`src/rtl/digitube_driver_if.sv`:
```
// digitube_driver_if
//   Groups the load/data side and the scan outputs of the 4-digit
//   seven-segment scan driver.
//   master : drives load, data_in, dp_in, blank_in; observes digi_out, frame_tick
//   slave  : the driver itself
//   load       1  single-cycle strobe capturing data_in/dp_in/blank_in
//   data_in   16  four hex nibbles, digit i = data_in[4i+3:4i]
//   dp_in      4  per-digit decimal point enable
//   blank_in   4  per-digit blank enable
//   digi_out  12  {AN3..AN0, DP, CG..CA}; AN active-high, DP/segments active-low
//   frame_tick 1  one-cycle pulse on each frame commit edge
interface digitube_driver_if;
  logic        load;
  logic [15:0] data_in;
  logic [3:0]  dp_in;
  logic [3:0]  blank_in;
  logic [11:0] digi_out;
  logic        frame_tick;

  modport master (
    output load, data_in, dp_in, blank_in,
    input  digi_out, frame_tick
  );

  modport slave (
    input  load, data_in, dp_in, blank_in,
    output digi_out, frame_tick
  );
endinterface

```
`src/rtl/digitube_driver.sv`:
```
// digitube_driver
//   Time-multiplexed driver for a 4-digit common-anode seven-segment
//   display. A prescaler divides clk into DIV-cycle digit slots; the digit
//   index walks 0..3. New display content is staged in pending registers
//   by load and only copied to the active registers at the frame boundary
//   (tick while idx==3), so a frame is never shown half-updated.
//   Ports:
//     clk    system clock, rising edge
//     reset  asynchronous, active-low
//     bus    digitube_driver_if.slave (load/data_in/dp_in/blank_in in,
//            digi_out/frame_tick out)
//   Parameter:
//     DIV    clk cycles per digit slot, 1..2^20
module digitube_driver #(
  parameter int unsigned DIV = 50000
) (
  input logic             clk,
  input logic             reset,
  digitube_driver_if.slave bus
);

  // 20 bits covers DIV-1 for the largest legal DIV of 2^20.
  localparam logic [19:0] CNT_LAST = 20'(DIV - 1);

  logic [19:0] cnt;
  logic [1:0]  idx;
  logic        tick;
  logic        commit;

  logic [15:0] pend_data;
  logic [3:0]  pend_dp;
  logic [3:0]  pend_blank;
  logic        pend_valid;

  logic [15:0] act_data;
  logic [3:0]  act_dp;
  logic [3:0]  act_blank;

  logic [3:0]  nibble;
  logic [6:0]  seg;
  logic [11:0] digi;

  assign tick   = (cnt == CNT_LAST);
  assign commit = tick && (idx == 2'd3);

  // Slot prescaler
  always_ff @(posedge clk or negedge reset) begin
    if (!reset) begin
      cnt <= '0;
    end else if (tick) begin
      cnt <= '0;
    end else begin
      cnt <= cnt + 20'd1;
    end
  end

  // Digit index, wraps 3 -> 0 naturally in 2 bits
  always_ff @(posedge clk or negedge reset) begin
    if (!reset) begin
      idx <= 2'd0;
    end else if (tick) begin
      idx <= idx + 2'd1;
    end
  end

  // Pending stage. A load on the commit edge wins over the clear, so the
  // new value stays valid for the next frame while the old one is committed.
  always_ff @(posedge clk or negedge reset) begin
    if (!reset) begin
      pend_data  <= 16'h0000;
      pend_dp    <= 4'h0;
      pend_blank <= 4'h0;
      pend_valid <= 1'b0;
    end else if (bus.load) begin
      pend_data  <= bus.data_in;
      pend_dp    <= bus.dp_in;
      pend_blank <= bus.blank_in;
      pend_valid <= 1'b1;
    end else if (commit) begin
      pend_valid <= 1'b0;
    end
  end

  // Active display registers; reset blanks every digit.
  always_ff @(posedge clk or negedge reset) begin
    if (!reset) begin
      act_data  <= 16'h0000;
      act_dp    <= 4'h0;
      act_blank <= 4'hF;
    end else if (commit && pend_valid) begin
      act_data  <= pend_data;
      act_dp    <= pend_dp;
      act_blank <= pend_blank;
    end
  end

  // Active-low segment patterns, bit order CG..CA
  always_comb begin
    seg = 7'h7F;
    unique case (nibble)
      4'h0: seg = 7'h40;
      4'h1: seg = 7'h79;
      4'h2: seg = 7'h24;
      4'h3: seg = 7'h30;
      4'h4: seg = 7'h19;
      4'h5: seg = 7'h12;
      4'h6: seg = 7'h02;
      4'h7: seg = 7'h78;
      4'h8: seg = 7'h00;
      4'h9: seg = 7'h10;
      4'hA: seg = 7'h08;
      4'hB: seg = 7'h03;
      4'hC: seg = 7'h46;
      4'hD: seg = 7'h21;
      4'hE: seg = 7'h06;
      4'hF: seg = 7'h0E;
    endcase
  end

  // Output decode uses registered state only, so inputs never reach digi_out
  // combinationally.
  always_comb begin
    nibble = act_data[{idx, 2'b00} +: 4];
    digi   = 12'h0FF;
    if (!act_blank[idx]) begin
      digi = {4'b0001 << idx, ~act_dp[idx], seg};
    end
  end

  assign bus.digi_out   = digi;
  assign bus.frame_tick = commit;

endmodule

```
`src/flat_wrapper.sv`:
```
// flat-port wrapper written by rule: the top's interface ports become plain ports
module digitube_driver_flat 
#(
  parameter int unsigned DIV = 50000
)
  (clk, reset, bus_load, bus_data_in, bus_dp_in, bus_blank_in, bus_digi_out, bus_frame_tick);
  digitube_driver_if bus_i ();
  input logic clk;
  input logic reset;
  input wire logic [$bits(bus_i.load)-1:0] bus_load;
  input wire logic [$bits(bus_i.data_in)-1:0] bus_data_in;
  input wire logic [$bits(bus_i.dp_in)-1:0] bus_dp_in;
  input wire logic [$bits(bus_i.blank_in)-1:0] bus_blank_in;
  output wire logic [$bits(bus_i.digi_out)-1:0] bus_digi_out;
  output wire logic [$bits(bus_i.frame_tick)-1:0] bus_frame_tick;
  assign bus_i.load = bus_load;
  assign bus_i.data_in = bus_data_in;
  assign bus_i.dp_in = bus_dp_in;
  assign bus_i.blank_in = bus_blank_in;
  assign bus_digi_out = bus_i.digi_out;
  assign bus_frame_tick = bus_i.frame_tick;
  digitube_driver #(.DIV(DIV)) u_core (.clk(clk), .reset(reset), .bus(bus_i));
endmodule
```
`config.mk`:
```
export PLATFORM = sky130hd
export DESIGN_NAME = digitube_driver_flat
export DESIGN_NICKNAME = d
export VERILOG_FILES = /design/src/rtl/digitube_driver_if.sv /design/src/rtl/digitube_driver.sv /design/src/flat_wrapper.sv
export SDC_FILE = /design/constraint.sdc
export NUM_CORES = 1
export LEC_CHECK = 0
export BUFFER_PORTS_ARGS = -buffer_cell sky130_fd_sc_hd__clkbuf_2
export CAP_MARGIN = 5
export CORE_UTILIZATION = 50
export CTS_CLUSTER_SIZE = 25
export DETAILED_ROUTE_END_ITERATION = 16
export PLACE_DENSITY = 0.81
export SYNTH_ARGS = -nofsm -noshare
export SYNTH_HDL_FRONTEND = slang
export SYNTH_SLANG_ARGS = --single-unit
```
`constraint.sdc`:
```
create_clock -name clk -period 4.1 [get_ports clk]
set_clock_uncertainty 0.05 [all_clocks]
set_input_delay 0.205 -clock clk [delete_from_list [all_inputs] [get_ports clk]]
set_output_delay 0.205 -clock clk [all_outputs]
set_load 0.01 [all_outputs]
```
==> impl_metrics.env <==
export IMPL_viasPerCell=5.37
export IMPL_grt_max_degree=57
export IMPL_gp_congestion=0.834
export IMPL_crit_required_ns=3.85
export IMPL_hold_path_depth=2
export IMPL_clockBufferDepth=2
export IMPL_multi_input_area_um2=1590
export IMPL_fin_crit_ns=2.87
export IMPL_regToRegSetupSlack_ns=1.55
export IMPL_nets=340
export IMPL_setup_tns_ns=0
export IMPL_hp_class="in2reg"
export IMPL_layout_drive_gt1_share_pct=40.1
export IMPL_p_leak_nw=1.83
export IMPL_max_slew_margin_pct=51.7
export IMPL_drcViolationCount=0
export IMPL_grt_usage_pct=18.1
export IMPL_start_util_pct=53.0
export IMPL_cp_start_kind="flop"
export IMPL_r2r_end="u_core.act_data[4]"
export IMPL_synthMuxAreaShare_pct=22.9
export IMPL_grt_first_pass_wirelength_mm=9.98
export IMPL_cts_tree="done"
export IMPL_dieHeight_um=85.2
export IMPL_cts_setup_buffers=0
export IMPL_layout_commonest_cell="dfrtp_1"
export IMPL_fmax_mhz=348
export IMPL_hpwl_mm=4.14
export IMPL_synth_top_family_by_area="multiplexers"
export IMPL_ys_seq_elements=71
export IMPL_wirelength_mm=5.86
export IMPL_clk_latency_ns=0.35
export IMPL_core_region_area_um2=6530
export IMPL_postLayoutSetupSlackWorst_ns=1.23
export IMPL_vias=2062
export IMPL_synth_area_per_cell_um2=13.3
export IMPL_critPathKind="reg2out"
export IMPL_worst_ep_arrival_time_ns=2.62
export IMPL_synthSimpleGateAreaFrac_pct=11.7
export IMPL_yosysSeqAreaShare_pct=51.5
export IMPL_cp_end_kind="primary output"
export IMPL_synth_area_um2=3460
export IMPL_slowest_delay_ns=0.67
export IMPL_syn_num_nets=299
export IMPL_max_cap_viol_count=0
export IMPL_yosysWarnings=0
export IMPL_root_buffer="clkbuf_8"
export IMPL_drtIter0Drc=116
export IMPL_synth_compound_area_share_pct=2.64
export IMPL_grt_overflow=0
export IMPL_report_final_slew_viol_count=0
export IMPL_cts_buffers=9
export IMPL_hold_violations=0
export IMPL_h_tree_depth=3
export IMPL_path_cells="mux4_2 > ha_1 > or2_2 > a21oi_1 > o21ai_0 > clkbuf_2"
export IMPL_layout_common_cells="dfrtp_1 (67), clkbuf_2 (38), mux2_2 (30)"
export IMPL_dr_pass1_iters=4
export IMPL_numPortBuffers=39
export IMPL_rsz0062_at_grt="no"
export IMPL_syn_to_final_growth_pct=13.1
export IMPL_n_antenna_cell=0
export IMPL_regArea_um2=1780
export IMPL_nFillCells=522
export IMPL_rows=29
export IMPL_cpMaxStageDelayCell="dfrtp_1"
export IMPL_p_per_area_nw_per_um2=347
export IMPL_peakVddDrop_v=0.000256
export IMPL_cts_hold_buf=1
export IMPL_grt_pass1_vias=2084
export IMPL_die_x_um=85.2
export IMPL_fin_crit_sh_pct=70.1
export IMPL_outcome="finished, final reports clean"
export IMPL_cp_max_fo=9
export IMPL_worst_slew_pin_slew_ns=0.720
export IMPL_min_from="bus_data_in[3]"
export IMPL_dieArea_um2=7260
export IMPL_dp_slack_ns=1.58
export IMPL_io_pins=40
export IMPL_final_setup_viol_count=0
export IMPL_clk_pin_slew_ns=0.08
export IMPL_cts_sinks=71
export IMPL_postSynthCellCount=261
export IMPL_ant_nets=0
export IMPL_cts_resized=0
export IMPL_synth_adder_area_share_pct=3.98
export IMPL_r2r_start="u_core.cnt[7]"
export IMPL_antenna_found_initial=0
export IMPL_synthXorXnorAreaFrac_pct=4.55
export IMPL_avgRoutedWirePerCell_um=15.2
export IMPL_reg2reg_depth=4
export IMPL_synthDistinctLibCells=40
export IMPL_min_delay_worst_endpoint="u_core.pend_data[3]"
==> synthesized netlist by cell type <==
cell type,instances,area share [%]
a21o_1,1,0.22
a21oi_1,3,0.43
a31o_2,1,0.25
and2_0,1,0.18
and2_1,1,0.18
and3_1,2,0.36
and3b_1,1,0.25
and4_1,2,0.51
buf_1,1,0.11
buf_2,3,0.43
buf_6,2,0.65
clkbuf_1,5,0.54
dfrtp_1,67,48
dfstp_2,4,3.0
ha_1,11,4.0
inv_1,9,0.98
mux2_2,30,9.8
mux2_4,20,8.7
mux2i_1,2,0.58
mux4_2,6,3.9
nand2_1,12,1.3
nand2b_1,3,0.54
nand3_1,11,1.6
nand4_1,6,1.1
nand4_4,1,0.61
nor2_1,12,1.3
nor2b_1,5,0.90
nor3_1,4,0.58
nor4_1,3,0.54
nor4_2,1,0.36
nor4_4,1,0.61
o211ai_1,1,0.22
o21ai_0,4,0.58
o221ai_1,1,0.25
o22ai_1,1,0.18
o311ai_0,2,0.51
or2_2,1,0.18
or4_4,2,0.65
xnor2_1,12,3.0
xor2_1,6,1.5
==> where the power goes <==
| part | total (mW) | switching, mW | internal, mW |
|---|---|---|---|
| registers | 0.737 | 0.0135 | 0.724 |
| logic | 0.0573 | 0.0258 | 0.0315 |
| clock network | 0.563 | 0.264 | 0.299 |
| total | 1.36 | 0.304 | 1.05 |
==> critical path: cells and delay by family (launching register included) <==
| family | cells | cell delay [ns] |
|---|---|---|
| compound gates | 2 | 0.24 |
| fa+ha+maj | 1 | 0.27 |
| buf+inv | 1 | 0.13 |
| flops | 1 | 0.67 |
| mux | 1 | 0.66 |
| simple gates | 1 | 0.30 |
==> per-stage QoR <==
step                hold WS (ns)  cell area [µm²]  util [%]  total power, mW  std cells
floorplan                 -0.141             3460         -            0.775        261
global placement          0.0823             3700      56.7            0.807        367
detailed placement        0.0875             3700      56.7            0.810        367
CTS                       0.0197             3920      60.0             1.37        384
global route              0.0146             3920      60.0             1.41        384
finish                    0.0306             3920      60.0             1.36        384
==> worst max-delay path by stage <==
stage                       start                 end  slack, ns  cells after the start
floorplan           u_core.idx[0]     bus_digi_out[3]       1.91                      6
global placement    u_core.idx[0]     bus_digi_out[3]       1.60                      6
detailed placement  u_core.cnt[7]  u_core.act_data[4]       1.58                      4
CTS                 u_core.idx[0]     bus_digi_out[3]       1.19                      6
global route        u_core.idx[0]     bus_digi_out[5]       1.02                      7
finish              u_core.idx[0]     bus_digi_out[3]       1.23                      6
==> layer usage <==
layer | wire length, µm | global-route usage, % | part of all wire, %
met1 | 2790 | 25.3 | 48
met2 | 2720 | 27.1 | 46
met3 | 255 | 5.54 | 4.4
met4 | 87 | 6.01 | 1.5
met5 | 0 | 0 | 0
==> layout make-up <==
cell class / instances / area share (%)
flip-flops and latches: 71 / 45.5
multi-input cells: 170 / 40.5
repair buffers: 41 / 5.43
clock buffers: 10 / 3.51
well taps: 77 / 2.46
clock inverters: 6 / 1.73
inverters: 9 / 0.863
==> flip-flops by register name (all words and copies together), names as in the netlist <==
register / count
u_core.pend_dp: 4
u_core.pend_valid: 1
u_core.act_data: 16
u_core.cnt: 20
u_core.pend_data: 16
u_core.act_blank: 4
u_core.pend_blank: 4
u_core.act_dp: 4
u_core.idx: 2
==> cells by family (layout without fill, tap and decap cells) <==
family / count (synthesis) / after routing
and+or+nand+nor: 69 / 69
buffers and inverters: 20 / 66
adders and majority gates: 11 / 11
AOI/OAI and AO/OA: 14 / 14
muxes: 58 / 58
xor gates and xnor gates: 18 / 18
DFF: 71 / 71
No activity file was read; power rests on OpenSTA's default activity.
